==> src/rtl/servo_pkg.sv <==
// Shared types, default constants and helpers for the servo motion sequencer.
package servo_pkg;

  localparam int unsigned DEFAULT_PERIOD     = 2000000;
  localparam int unsigned DEFAULT_MIN_WIDTH  = 100000;
  localparam int unsigned DEFAULT_MAX_WIDTH  = 200000;
  localparam int unsigned DEFAULT_HOME_WIDTH = 150000;

  typedef logic [31:0] width_t;

  typedef logic [1:0] state_t;
  localparam state_t StIdle   = 2'd0;
  localparam state_t StRamp   = 2'd1;
  localparam state_t StSettle = 2'd2;

  function automatic width_t clamp_width(input width_t w, input width_t lo, input width_t hi);
    if (w < lo) return lo;
    if (w > hi) return hi;
    return w;
  endfunction

endpackage

==> src/rtl/servo_sequencer_if.sv <==
// Command handshake between the drawing-path command source and the sequencer.
interface servo_sequencer_if #(
  parameter int unsigned N_SERVO = 3
);
  logic                   cmd_valid;
  logic                   cmd_ready;
  logic [32*N_SERVO-1:0]  cmd_target;
  logic [31:0]            cmd_step;

  modport master (
    output cmd_valid,
    output cmd_target,
    output cmd_step,
    input  cmd_ready
  );

  modport slave (
    input  cmd_valid,
    input  cmd_target,
    input  cmd_step,
    output cmd_ready
  );
endinterface

==> src/rtl/servo_slew.sv <==
// One servo channel: moves its width toward the target by at most one step per update.
module servo_slew
  import servo_pkg::*;
#(
  parameter width_t HOME_WIDTH = width_t'(DEFAULT_HOME_WIDTH)
) (
  input  logic   clk,
  input  logic   rst,
  input  width_t target,
  input  width_t step,
  input  logic   update,
  input  logic   freeze,
  output width_t width,
  output logic   at_target
);

  width_t width_q, width_d, diff;

  // Magnitude is taken before subtracting so the unsigned math never wraps.
  always_comb begin
    diff = (target >= width_q) ? (target - width_q) : (width_q - target);
    if (step == '0 || diff <= step) begin
      width_d = target;
    end else if (target > width_q) begin
      width_d = width_q + step;
    end else begin
      width_d = width_q - step;
    end
  end

  always_ff @(posedge clk) begin
    if (rst) begin
      width_q <= HOME_WIDTH;
    end else if (update && !freeze) begin
      width_q <= width_d;
    end
  end

  assign width = width_q;
  // Reports the post-update position so the FSM can leave RAMP on the same tick.
  assign at_target = (width_d == target);

endmodule

==> src/rtl/servo_sequencer.sv <==
// Frame-synchronous motion sequencer: ramps N servo widths to a target, settles, then reports done.
module servo_sequencer
  import servo_pkg::*;
#(
  parameter int unsigned N_SERVO       = 3,
  parameter int unsigned PERIOD        = DEFAULT_PERIOD,
  parameter int unsigned MIN_WIDTH     = DEFAULT_MIN_WIDTH,
  parameter int unsigned MAX_WIDTH     = DEFAULT_MAX_WIDTH,
  parameter int unsigned HOME_WIDTH    = DEFAULT_HOME_WIDTH,
  parameter int unsigned SETTLE_FRAMES = 10
) (
  input  logic                  clk,
  input  logic                  rst,
  servo_sequencer_if.slave      cmd,
  input  logic                  abort,
  output logic [32*N_SERVO-1:0] width_out,
  output logic                  frame_tick,
  output logic                  busy,
  output logic                  done
);

  logic [31:0]          frame_cnt_q;
  state_t               state_q, state_d;
  logic [31:0]          settle_cnt_q, settle_cnt_d;
  width_t               target_q [N_SERVO];
  width_t               step_q;
  width_t               slew_width [N_SERVO];
  logic [N_SERVO-1:0]   at_target;
  logic                 all_at_target;
  logic                 accept;
  logic                 update;
  logic                 freeze;

  // Free-running frame counter, independent of the FSM.
  assign frame_tick = (frame_cnt_q == PERIOD - 1);

  always_ff @(posedge clk) begin
    if (rst || frame_tick) begin
      frame_cnt_q <= '0;
    end else begin
      frame_cnt_q <= frame_cnt_q + 32'd1;
    end
  end

  assign cmd.cmd_ready = (state_q == StIdle);
  assign accept        = cmd.cmd_ready && cmd.cmd_valid;
  assign busy          = (state_q != StIdle);
  assign all_at_target = &at_target;
  assign update        = frame_tick && (state_q == StRamp);
  assign freeze        = abort && busy;

  always_ff @(posedge clk) begin
    if (rst) begin
      for (int i = 0; i < N_SERVO; i++) begin
        target_q[i] <= width_t'(HOME_WIDTH);
      end
      step_q <= '0;
    end else if (accept) begin
      for (int i = 0; i < N_SERVO; i++) begin
        target_q[i] <= clamp_width(cmd.cmd_target[32*i +: 32], width_t'(MIN_WIDTH),
                                   width_t'(MAX_WIDTH));
      end
      step_q <= cmd.cmd_step;
    end
  end

  always_comb begin
    state_d      = state_q;
    settle_cnt_d = settle_cnt_q;
    done         = 1'b0;
    case (state_q)
      StIdle: begin
        if (cmd.cmd_valid) begin
          state_d = StRamp;
        end
      end
      StRamp: begin
        if (abort) begin
          state_d = StIdle;
        end else if (frame_tick && all_at_target) begin
          state_d      = StSettle;
          settle_cnt_d = '0;
        end
      end
      StSettle: begin
        if (abort) begin
          state_d = StIdle;
        end else if (settle_cnt_q == SETTLE_FRAMES) begin
          // Checked before counting so SETTLE_FRAMES == 0 exits without a tick.
          done    = !rst;
          state_d = StIdle;
        end else if (frame_tick) begin
          settle_cnt_d = settle_cnt_q + 32'd1;
        end
      end
      default: begin
        state_d = StIdle;
      end
    endcase
  end

  always_ff @(posedge clk) begin
    if (rst) begin
      state_q      <= StIdle;
      settle_cnt_q <= '0;
    end else begin
      state_q      <= state_d;
      settle_cnt_q <= settle_cnt_d;
    end
  end

  for (genvar g = 0; g < N_SERVO; g++) begin : g_slew
    servo_slew #(
      .HOME_WIDTH (width_t'(HOME_WIDTH))
    ) u_slew (
      .clk       (clk),
      .rst       (rst),
      .target    (target_q[g]),
      .step      (step_q),
      .update    (update),
      .freeze    (freeze),
      .width     (slew_width[g]),
      .at_target (at_target[g])
    );
    assign width_out[32*g +: 32] = slew_width[g];
  end

endmodule

==> src/flat_wrapper.sv <==
// flat-port wrapper written by rule: the top's interface ports become plain ports
module servo_sequencer_flat import servo_pkg::*;
#(
  parameter int unsigned N_SERVO       = 3,
  parameter int unsigned PERIOD        = DEFAULT_PERIOD,
  parameter int unsigned MIN_WIDTH     = DEFAULT_MIN_WIDTH,
  parameter int unsigned MAX_WIDTH     = DEFAULT_MAX_WIDTH,
  parameter int unsigned HOME_WIDTH    = DEFAULT_HOME_WIDTH,
  parameter int unsigned SETTLE_FRAMES = 10
)
  (clk, rst, abort, width_out, frame_tick, busy, done, cmd_cmd_valid, cmd_cmd_target, cmd_cmd_step, cmd_cmd_ready);
  servo_sequencer_if #(.N_SERVO(N_SERVO)) cmd_i ();
  input  logic clk;
  input  logic rst;
  input  logic abort;
  output logic [32*N_SERVO-1:0] width_out;
  output logic frame_tick;
  output logic busy;
  output logic done;
  input wire logic [$bits(cmd_i.cmd_valid)-1:0] cmd_cmd_valid;
  input wire logic [$bits(cmd_i.cmd_target)-1:0] cmd_cmd_target;
  input wire logic [$bits(cmd_i.cmd_step)-1:0] cmd_cmd_step;
  output wire logic [$bits(cmd_i.cmd_ready)-1:0] cmd_cmd_ready;
  assign cmd_i.cmd_valid = cmd_cmd_valid;
  assign cmd_i.cmd_target = cmd_cmd_target;
  assign cmd_i.cmd_step = cmd_cmd_step;
  assign cmd_cmd_ready = cmd_i.cmd_ready;
  servo_sequencer #(.N_SERVO(N_SERVO), .PERIOD(PERIOD), .MIN_WIDTH(MIN_WIDTH), .MAX_WIDTH(MAX_WIDTH), .HOME_WIDTH(HOME_WIDTH), .SETTLE_FRAMES(SETTLE_FRAMES)) u_core (.clk(clk), .rst(rst), .cmd(cmd_i), .abort(abort), .width_out(width_out), .frame_tick(frame_tick), .busy(busy), .done(done));
endmodule
==> config.mk <==
export PLATFORM = sky130hd
export DESIGN_NAME = servo_sequencer_flat
export DESIGN_NICKNAME = d
export VERILOG_FILES = /design/src/rtl/servo_pkg.sv /design/src/rtl/servo_sequencer_if.sv /design/src/rtl/servo_slew.sv /design/src/rtl/servo_sequencer.sv /design/src/flat_wrapper.sv
export SDC_FILE = /design/constraint.sdc
export NUM_CORES = 1
export LEC_CHECK = 0
export CAP_MARGIN = 0
export CELL_PAD_IN_SITES_DETAIL_PLACEMENT = 0
export CELL_PAD_IN_SITES_GLOBAL_PLACEMENT = 2
export CORE_MARGIN = 2
export CORE_UTILIZATION = 36
export DETAILED_ROUTE_END_ITERATION = 12
export PLACE_DENSITY_LB_ADDON = 0.1
export SLEW_MARGIN = 20
export SYNTH_ARGS = -nofsm -noshare
export SYNTH_HDL_FRONTEND = slang
export SYNTH_SLANG_ARGS = --single-unit
export TNS_END_PERCENT = 1
==> constraint.sdc <==
create_clock -name clk -period 9.7 [get_ports clk]
set_input_delay 1.94 -clock clk [delete_from_list [all_inputs] [get_ports clk]]
set_output_delay 1.94 -clock clk [all_outputs]
set_load 0.02 [all_outputs]
==> results of run 1 <==
==> worst reg2reg max path, cell delays in order (launching register included) <==
cell       delay (ns)
dfxtp_1          0.50
inv_1            0.08
ha_1             0.54
nand4_1          0.21
nor4_1           0.33
buf_4            0.23
a21boi_0         0.61
a2111o_1         0.28
and2_1           0.66
nand2_1          0.14
xnor2_1          0.22
ha_1             0.51
nand2_1          0.15
o21ai_2          0.36
nor3_1           0.10
a311oi_1         0.36
o2111ai_1        0.21
a2111oi_0        0.68
nand4_1          0.58
a2111oi_2        0.58
nand4b_1         0.13
or4_1            0.52
or4_1            0.45
nand2_1          0.09
buf_4            0.26
o21ai_0          0.15
==> final cells by class <==
class                           count  share of cell area, %
Multi-Input combinational cell   3683                   64.7
Timing Repair Buffer              274                   6.79
Inverter                          329                   3.20
Clock inverter                     24                  0.800
Clock buffer                       53                   2.98
Sequential cell                   290                   17.5
Tap cell                         1254                   4.05
==> worst paths after layout <==
path | from | endpoint | slack [ns] | cells past startpoint
worst max-delay path | u_core.g_slew[1].u_slew.width[27] | u_core.settle_cnt_q[23] | 0.65 | 25
worst min-delay path | u_core.frame_cnt_q[0] | u_core.frame_cnt_q[0] | 0.46 | 1
worst max register to register | u_core.g_slew[1].u_slew.width[27] | u_core.settle_cnt_q[23] | 0.65 | 25
worst min register to register | u_core.frame_cnt_q[0] | u_core.frame_cnt_q[0] | 0.46 | 1
==> metal layers <==
metal	up-vias	GRT usage [%]	routed length [µm]
met5	-	0	0
met4	0	7.03	3600
met3	147	4.77	8740
li1	16500	-	-
met2	994	43.7	60000
met1	16100	41.3	67800
==> Yosys cell counts, types with 59 or more instances <==
library cell	count	share of area, %
a211oi_1	87	1.9
a21o_1	142	3.2
a21oi_1	427	6.3
a31oi_1	63	1.2
clkbuf_1	155	1.7
dfxtp_1	194	12
edfxtp_1	96	8.5
ha_1	382	14
inv_1	303	3.4
mux2i_1	67	2.0
nand2_1	449	5.0
nand3_1	72	1.1
nand4_1	91	1.7
nor2_1	357	4.0
nor3_1	90	1.3
nor4_1	59	1.1
o21ai_0	288	4.3
xnor2_1	245	6.4
xor2_1	79	2.0
==> per-stage QoR <==
step	power (mW)	cells	area, µm²	utilization [%]
finish	5.82	5907	38800	41.6
global route	6.16	5907	38800	41.6
CTS	5.83	5907	38800	41.6
detailed placement	4.14	5830	37300	40.0
global placement	4.16	5830	37300	40.0
floorplan	3.28	4513	33900	-
==> cells by family after synthesis <==
group / after synthesis
AOI/OAI and AO/OA: 1405
and+or+nand+nor: 1434
DFF: 290
xor gates and xnor gates: 333
muxes: 77
other: 1
adders and majority gates: 392
buffers and inverters: 540
==> placed cells by master (no fill, tap or decap), drive strengths merged, types with 96 or more instances in the layout <==
cell,synthesis,final
nand2,451,451
a21oi,433,433
ha,382,382
nor2,357,357
inv,305,308
o21ai,294,294
xnor2,245,245
clkdlybuf4s50,0,230
dfxtp,194,194
a21o,145,145
edfxtp,96,96
==> registers in the layout (all words and copies together) (netlist names) <==
name,count
u_core.state_q,2
u_core.settle_cnt_q,32
u_core.step_q,32
u_core.frame_cnt_q,32
u_core.g_slew.u_slew.width,96
u_core.target_q,96
==> power groups by stage <==
stage,clock network [mW],registers (mW),logic (mW)
floorplan,0,1.35,1.93
CTS,1.70,1.35,2.78
global placement,0,1.37,2.79
finish,1.65,1.35,2.81
detailed placement,0,1.38,2.76
global route,1.74,1.36,3.07
==> reports/qor.yml, run 1 <==
run_status:
  status: "finished clean"
yosys:
  synth_area_um2: 33800
  synth_top_flop_cell: "dfxtp_1"
  async_reset_ff_share_pct: 0
  synthAdderAreaFrac_pct: 14.7
  synth-edff-count: 96
  synth_compound_area_share_pct: 26.8
  synth_top_family_by_area: "compound AO/OA/AOI/OAI gates"
  synth_xor_area_share_pct: 9.01
  yosysUniqueCellTypes: 109
  synth_cells: 4472
  ys_ff_latch: 290
  synth-simple-area-share_pct: 20.8
  avgSynthCellArea_um2: 7.55
  synthMuxAreaShare_pct: 2.32
  ys_seq_area_share_pct: 20.0
  ys_warn_count: 0
power_and_ir_drop:
  seqPwrFrac_pct: 23.2
  ir_drop_v: 0.000124
  p_switching_mw: 2.53
  swShare_pct: 43.5
  p_clk_share_pct: 28.4
  p_per_area_nw_per_um2: 150
  p_leak_nw: 15.8
  p_comb_share_pct: 48.4
  p_int_mw: 3.29
worst_setup_path:
  cpPeakStageDelay_ns: 0.68
  required_ns: 10.20
  cp_top_family: "simple AND/OR/NAND/NOR gates"
  crit_top_cell: "nand2_1"
  cp_max_fo: 25
  endpoint_kind: "flop"
  start_kind: "flop"
  criticalPathCategory: "reg -> reg"
  slowest_stage: "a2111oi_0"
  critPathBufInv: 3
  worstPathArrival_ns: 9.55
sta:
  fin_setup_tns_ns: 0
  worstMarginPinSlew_ns: 1.03
  fin_crit_sh_pct: 93.3
  finalMaxSlewViolations: 0
  hold_slack_ns: 0.458
  fin_ws_ns: 0.648
  setup_violations: 0
  min_period_ns: 9.05
  fmax_ghz: 0.110
  rsz0062_at_grt: "false"
  slew_headroom_pct: 31.0
  hold_viol_final: 0
  clock_skew_ns: 0.0337
cts:
  path_clk_slew_ns: 0.06
  insertion_delay_ns: 0.64
  cts_resized: 0
  cts-buffers-inserted: 42
  post_cts.repair.setup_buffers: 0
  cts_sinks: 290
  h-tree-depth: 2
  clockBufferDepth: 3
  root_buffer: "clkbuf_16"
  cts_tree: "yes"
  hold_buffers: 0
grt:
  grt_pass1_vias: 31800
  grt_pass1_wl_um: 208000
  gr-total-overflow: 0
  grt_antenna_before_repair: 7
  grt_use_total_pct: 28.6
  grt_start_max_net_pins: 81
place:
  port_buffers: 231
  gp_congestion: 0.941
  dp_slack_ns: 0.803
  hpwl_um: 114000
layout:
  multi_input_comb_area_um2: 25100
  drive_above_1_share_pct: 4.56
  area_growth_pct: 14.9
  final-seq-area_um2: 6770
  layout.nets: 5143
  diodes: 0
  fill_cells: 9768
drt:
  wl_um: 140000
  via_per_inst: 5.71
  vias: 33700
  drt_iter0_drc: 2727
  postRouteAntennaNets: 0
  dr.pass1.iters: 6
  avgRoutedWirePerCell_um: 23.7
  drc: 0
die:
  start_util_pct: 36.2
  io_pins: 232
  fp.dieH_um: 310
  die_x_um: 310
  core_um2: 93200
  die-area_um2: 96200
  std_cell_rows: 112
run:
  maxCapViolCount: 0
hold_path:
  worstHoldPathType: "reg -> reg"
(Power assumes the default switching activity.)
==> inputs of run 2 (changes only) <==
Settings changed: CAP_MARGIN 0 to 20, CORE_UTILIZATION 36 to 37, CTS_BUF_LIST set to sky130_fd_sc_hd__clkbuf_8, SKIP_CTS_REPAIR_TIMING set to 1.
==> reports/qor.yml, run 2 (synthesis results as in run 1) <==
worst_setup_path:
  cp_max_fo: 25  # unchanged
  cpPeakStageDelay_ns: 0.79  # +0.11 ns
  worst-r2r-cell-count: 23  # -8.0%
  cp_top_family: "simple AND/OR/NAND/NOR gates"
  r2r_start: "u_core.target_q[0][52]"
  required_ns: 10.31  # +0.11 ns
  cp_cell_sequence: "ha_1, nand4_1, nor4_1, a21boi_0, a2111o_1, and2_1, nand2_1, xnor2_1, ha_1, o21ai_0, a21oi_1, o31ai_1, a31oi_1, nor2_1, mux2_2, a2111oi_0, o2111a_1, a31oi_1, or4_1, or4_1, nand2_1, buf_4, mux2i_1"
  endpoint_kind: "flop"
  slowest_stage: "a2111oi_0"
  start_kind: "flop"
  worstPathArrival_ns: 9.76  # +0.21 ns
  r2r_slack_ns: 0.55  # -0.10 ns
  r2r_end: "u_core.settle_cnt_q[0]"
  critPathBufInv: 1  # -2
  criticalPathCategory: "reg -> reg"
drt:
  avgRoutedWirePerCell_um: 24.2  # +2.2%
  drt_iter0_drc: 3132  # +15%
  drc: 0  # unchanged
  via_per_inst: 5.80  # +1.6%
  dr.pass1.iters: 5  # -1
  vias: 34000  # +1.0%
  postRouteAntennaNets: 0  # unchanged
  wl_um: 142000  # +1.6%
cts:
  clockBufferDepth: 3  # unchanged
  path_clk_slew_ns: 0.06  # about the same
  cts-buffers-inserted: 59  # +40%
  insertion_delay_ns: 0.79  # +0.15 ns
  cts_tree: "yes"
  h-tree-depth: 2  # unchanged
  root_buffer: "clkbuf_8"
  cts_sinks: 290  # unchanged
sta:
  rsz0062_at_grt: "false"
  setup_violations: 0  # unchanged
  min_period_ns: 9.15  # +0.0993 ns
  hold_viol_final: 0  # unchanged
  finalMaxSlewViolations: 0  # unchanged
  fmax_ghz: 0.109  # -1.1%
  fin_crit_sh_pct: 94.3  # +1.0 points
  worstMarginPinSlew_ns: 1.02  # -0.0122 ns
  clock_skew_ns: 0.0622  # +0.0285 ns
  fin_setup_tns_ns: 0  # unchanged
  slew_headroom_pct: 31.2  # +0.18 points
power_and_ir_drop:
  total_power_mw: 5.52  # -5.0%
  p_per_area_nw_per_um2: 144  # -4.1%
  ir_drop_v: 0.000104  # -16%
  p_leak_nw: 15.8  # about the same
hold_path:
  min_to: "u_core.frame_cnt_q[0]"
  hold_depth: 1  # unchanged
  min-delay-start: "u_core.frame_cnt_q[0]"
  worstHoldPathType: "reg -> reg"
run:
  maxCapViolCount: 0  # unchanged
grt:
  grt_pass1_vias: 32300  # +1.3%
  grt_antenna_before_repair: 5  # -2
  gr-total-overflow: 0  # unchanged
  grt_start_max_net_pins: 72  # -11%
  grt_use_total_pct: 29.4  # +0.88 points
  grt_pass1_wl_um: 210000  # +1.4%
die:
  die-area_um2: 93700  # -2.7%
  start_util_pct: 37.4  # +1.2 points
  fp.dieH_um: 306  # -1.3%
  io_pins: 232  # unchanged
  core_um2: 90100  # -3.3%
  std_cell_rows: 110  # -1.8%
  die_x_um: 306  # -1.3%
layout:
  area_growth_pct: 13.8
  fill_cells: 9439  # -3.4%
  final_util_pct: 42.6  # +1.0 points
  layout_commonest_cell: "nand2_1"
  drive_above_1_share_pct: 4.96  # +0.41 points
  most-common-layout-cells: "nand2_1, a21oi_1, ha_1"
  layout.nets: 5167  # +0.47%
  design_area_um2: 38400  # -0.89%
place:
  gp_congestion: 0.969  # +3.0%
  hpwl_um: 115000  # +0.72%
  dpl-instance-area_um2: 37200  # -0.15%
  port_buffers: 231  # unchanged
run_status:
  status: "finished clean"
[run 2: area by class of cell]
type	instances	area, µm²	area share (%)
Antenna cell	3	7.51	0.0195
Clock buffer	65	895	2.33
Clock inverter	47	274	0.713
Inverter	329	1240	3.23
Multi-Input combinational cell	3683	25100	65.3
Sequential cell	290	6770	17.6
Tap cell	1176	1470	3.83
Timing Repair Buffer	281	2690	6.99
[run 2: report_power, final]
part           switching [mW]  leakage, nW  internal, mW
clock                   0.662        0.679         0.656
sequential             0.0550         2.51          1.30
combinational            1.82         12.6          1.03
[run 2: per-stage QoR]
step	cells	hold WS, ns	setup WS [ns]
CTS	5871	0.467	0.707
finish	5874	0.462	0.549
floorplan	4513	0.430	2.31
global route	5874	0.489	0.0902
global placement	5759	0.445	0.742
detailed placement	5759	0.452	0.742
[run 2: worst register-to-register path: stages, from the launching register on]
cell and delay (ns):
edfxtp_1 0.53, ha_1 0.59, nand4_1 0.26, nor4_1 0.67, a21boi_0 0.33, a2111o_1 0.23, and2_1 0.74, nand2_1 0.16
xnor2_1 0.17, ha_1 0.38, o21ai_0 0.18, a21oi_1 0.12, o31ai_1 0.61, a31oi_1 0.27, nor2_1 0.36, mux2_2 0.43
a2111oi_0 0.79, o2111a_1 0.45, a31oi_1 0.16, or4_1 0.57, or4_1 0.53, nand2_1 0.11, buf_4 0.26, mux2i_1 0.13
[run 2: layer usage]
metal  track usage [%]  wire length, µm
met1              41.9            67400
met2              45.9            62300
met3              4.91             9510
met4              7.24             3200
met5                 0                0
[run 2: worst max-delay path by stage]
stage,startpoint,endpoint,slack (ns),depth (start not counted)
after floorplan,u_core.g_slew[2].u_slew.width[25],u_core.settle_cnt_q[31],2.31,29
after global placement,u_core.target_q[0][52],u_core.settle_cnt_q[0],0.74,23
after detailed placement,u_core.target_q[0][52],u_core.settle_cnt_q[16],0.74,23
after CTS,u_core.target_q[0][52],u_core.settle_cnt_q[0],0.71,23
after global routing,u_core.target_q[0][52],u_core.settle_cnt_q[0],0.09,23
final,u_core.target_q[0][52],u_core.settle_cnt_q[0],0.55,23
==> inputs of run 3 (changes only) <==
Settings changed: HOLD_SLACK_MARGIN set to 0.06, MAX_ROUTING_LAYER set to met4.
==> reports/qor.yml, run 3 (synthesis results as in run 1) <==
worst_setup_path:
  startpoint: "u_core.target_q[0][59]"
  slowest_stage: "a2111oi_0"
  cp_cell_sequence: "ha_1, nand4_1, nor4_1, a21boi_0, a2111o_1, and2_2, nor2b_1, xnor2_1, ha_1, nand2b_1, a21oi_1, o31ai_1, a31oi_1, nor2_1, mux2_2, a2111oi_0, o2111a_1, a31oi_1, or4_1, or4_1, nand2_1, buf_4, mux2i_1"
  worst-r2r-cell-count: 23  # unchanged
  cpPeakStageDelay_ns: 1.05  # +0.26 ns
  endpoint_kind: "flop"
  crit_path_end: "u_core.settle_cnt_q[0]"
  required_ns: 10.31  # about the same
  criticalPathCategory: "reg -> reg"
  r2r_start: "u_core.target_q[0][59]"
  start_kind: "flop"
  worstPathArrival_ns: 9.92  # +0.16 ns
  r2r_end: "u_core.settle_cnt_q[0]"
  cp_max_fo: 25  # unchanged
  r2r_slack_ns: 0.39  # -0.16 ns
place:
  hpwl_um: 115000  # +0.40%
  gp_congestion: 0.979  # +1.0%
  port_buffers: 231  # unchanged
  dpl-instance-area_um2: 37300  # about the same
  dp_cells: 5760  # +0.017%
drt:
  wl_um: 143000  # +0.32%
  drt_iter0_drc: 3013  # -3.8%
  postRouteAntennaNets: 0  # unchanged
  drc: 0  # unchanged
  via_per_inst: 5.83  # +0.51%
  dr.pass1.iters: 6  # +1
  avgRoutedWirePerCell_um: 24.3  # +0.34%
  vias: 34200  # +0.49%
die:
  fp.dieH_um: 306  # unchanged
  die-area_um2: 93700  # unchanged
  start_util_pct: 37.4  # unchanged
  std_cell_rows: 110  # unchanged
  core_um2: 90100  # unchanged
  die_x_um: 306  # unchanged
  io_pins: 232  # unchanged
sta:
  worstMarginPinSlew_ns: 1.22  # +0.202 ns
  slew_headroom_pct: 16.2  # -15 points
  setup_violations: 0  # unchanged
  min_period_ns: 9.31  # +0.158 ns
  hold_viol_final: 0  # unchanged
  fin_setup_tns_ns: 0  # unchanged
  clock_skew_ns: 0.0929  # +0.0307 ns
  rsz0062_at_grt: "false"
  fin_crit_sh_pct: 96.0  # +1.6 points
  finalMaxSlewViolations: 0  # unchanged
  fmax_ghz: 0.107  # -1.7%
hold_path:
  hold_depth: 1  # unchanged
  worstHoldPathType: "reg -> reg"
layout:
  layout_commonest_cell: "nand2_1"
  multi_input_comb_area_um2: 25100  # about the same
  drive_above_1_share_pct: 5.17  # +0.21 points
  fill_cells: 9494  # +0.58%
  layout.nets: 5168  # +0.019%
  design_area_um2: 38600  # +0.38%
  most-common-layout-cells: "nand2_1, a21oi_1, ha_1"
  post_layout_nonfiller_instances: 5873  # -0.017%
  area_growth_pct: 14.3
  final-seq-area_um2: 6770  # unchanged
cts:
  clockBufferDepth: 3  # unchanged
  cts-buffers-inserted: 59  # unchanged
  h-tree-depth: 2  # unchanged
  cts_tree: "yes"
  root_buffer: "clkbuf_8"
  cts_sinks: 290  # unchanged
  insertion_delay_ns: 0.80  # about the same
  path_clk_slew_ns: 0.06  # about the same
grt:
  grt_pass1_wl_um: 213000  # +1.1%
  grt_antenna_before_repair: 4  # -1
  grt_use_total_pct: 30.6  # +1.2 points
  grt_start_max_net_pins: 72  # unchanged
  gr-total-overflow: 0  # unchanged
  grt_pass1_vias: 32600  # +1.0%
run:
  maxCapViolCount: 0  # unchanged
power_and_ir_drop:
  ir_drop_v: 0.000101  # -2.7%
  p_per_area_nw_per_um2: 147  # +2.2%
  p_leak_nw: 15.9  # +0.39%
run_status:
  status: "finished clean"
run 3: changes by cell type in the layout (fill, tap and decap cells not counted), sizes merged:
| cell | delta |
|---|---|
| buf | +1 |
| diode | -2 |
| clkinvlp | -2 |
| clkinv | -1 |
| bufinv | +4 |
| inv | -7 |
| clkbuf | +6 |
run 3: final cells by class:
type,instances,share of cell area [%]
Inverter,329,3.21
Sequential cell,290,17.5
Timing Repair Buffer,282,6.98
Tap cell,1176,3.81
Multi-Input combinational cell,3683,65.1
Clock inverter,41,0.856
Antenna cell,1,0.00649
Clock buffer,71,2.53
run 3: layer usage:
metal  part of all wire, %  up-vias  GRT usage [%]
met3                   6.3      167           3.62
li1                      -    16600              -
met4                   2.6        0           8.03
met2                    43     1106           46.0
met5                     0        -              -
met1                    48    16400           43.3
run 3: worst max-delay path: cells and delay by family (launching register included):
family,cells,cell delay [ns]
buffers and inverters,1,0.26
AO/OA/AOI/OAI,8,3.22
AND/OR/NAND/NOR,9,3.36
flip-flops,1,0.52
adder cells (fa/ha/maj),2,0.97
XOR/XNOR,1,0.20
multiplexers,2,0.54
run 3: where the power goes:
group | switching, mW | total (mW) | internal, mW
Sequential | 0.0558 | 1.35 | 1.30
Combinational | 1.81 | 2.84 | 1.03
Clock | 0.671 | 1.47 | 0.803
Total | 2.54 | 5.67 | 3.13
run 3: worst min-delay path by stage:
stage | start | end | slack [ns]
6_report | u_core.frame_cnt_q[0] | u_core.frame_cnt_q[0] | 0.47
5_1_grt | u_core.frame_cnt_q[0] | u_core.frame_cnt_q[0] | 0.50
4_1_cts | u_core.frame_cnt_q[0] | u_core.frame_cnt_q[0] | 0.47
3_5_place_dp | u_core.frame_cnt_q[0] | u_core.frame_cnt_q[0] | 0.46
3_3_place_gp | u_core.frame_cnt_q[0] | u_core.frame_cnt_q[0] | 0.44
2_1_floorplan | u_core.frame_cnt_q[0] | u_core.frame_cnt_q[0] | 0.43
run 3: stage by stage:
step	worst slack, ns	hold WS (ns)	power, mW	utilization (%)
2_1_floorplan	2.31	0.430	3.28	-
3_3_place_gp	0.359	0.444	4.18	41.3
3_5_place_dp	0.430	0.457	4.15	41.3
4_1_cts	0.368	0.471	5.66	42.8
5_1_grt	0.104	0.496	6.00	42.8
6_report	0.391	0.471	5.67	42.8
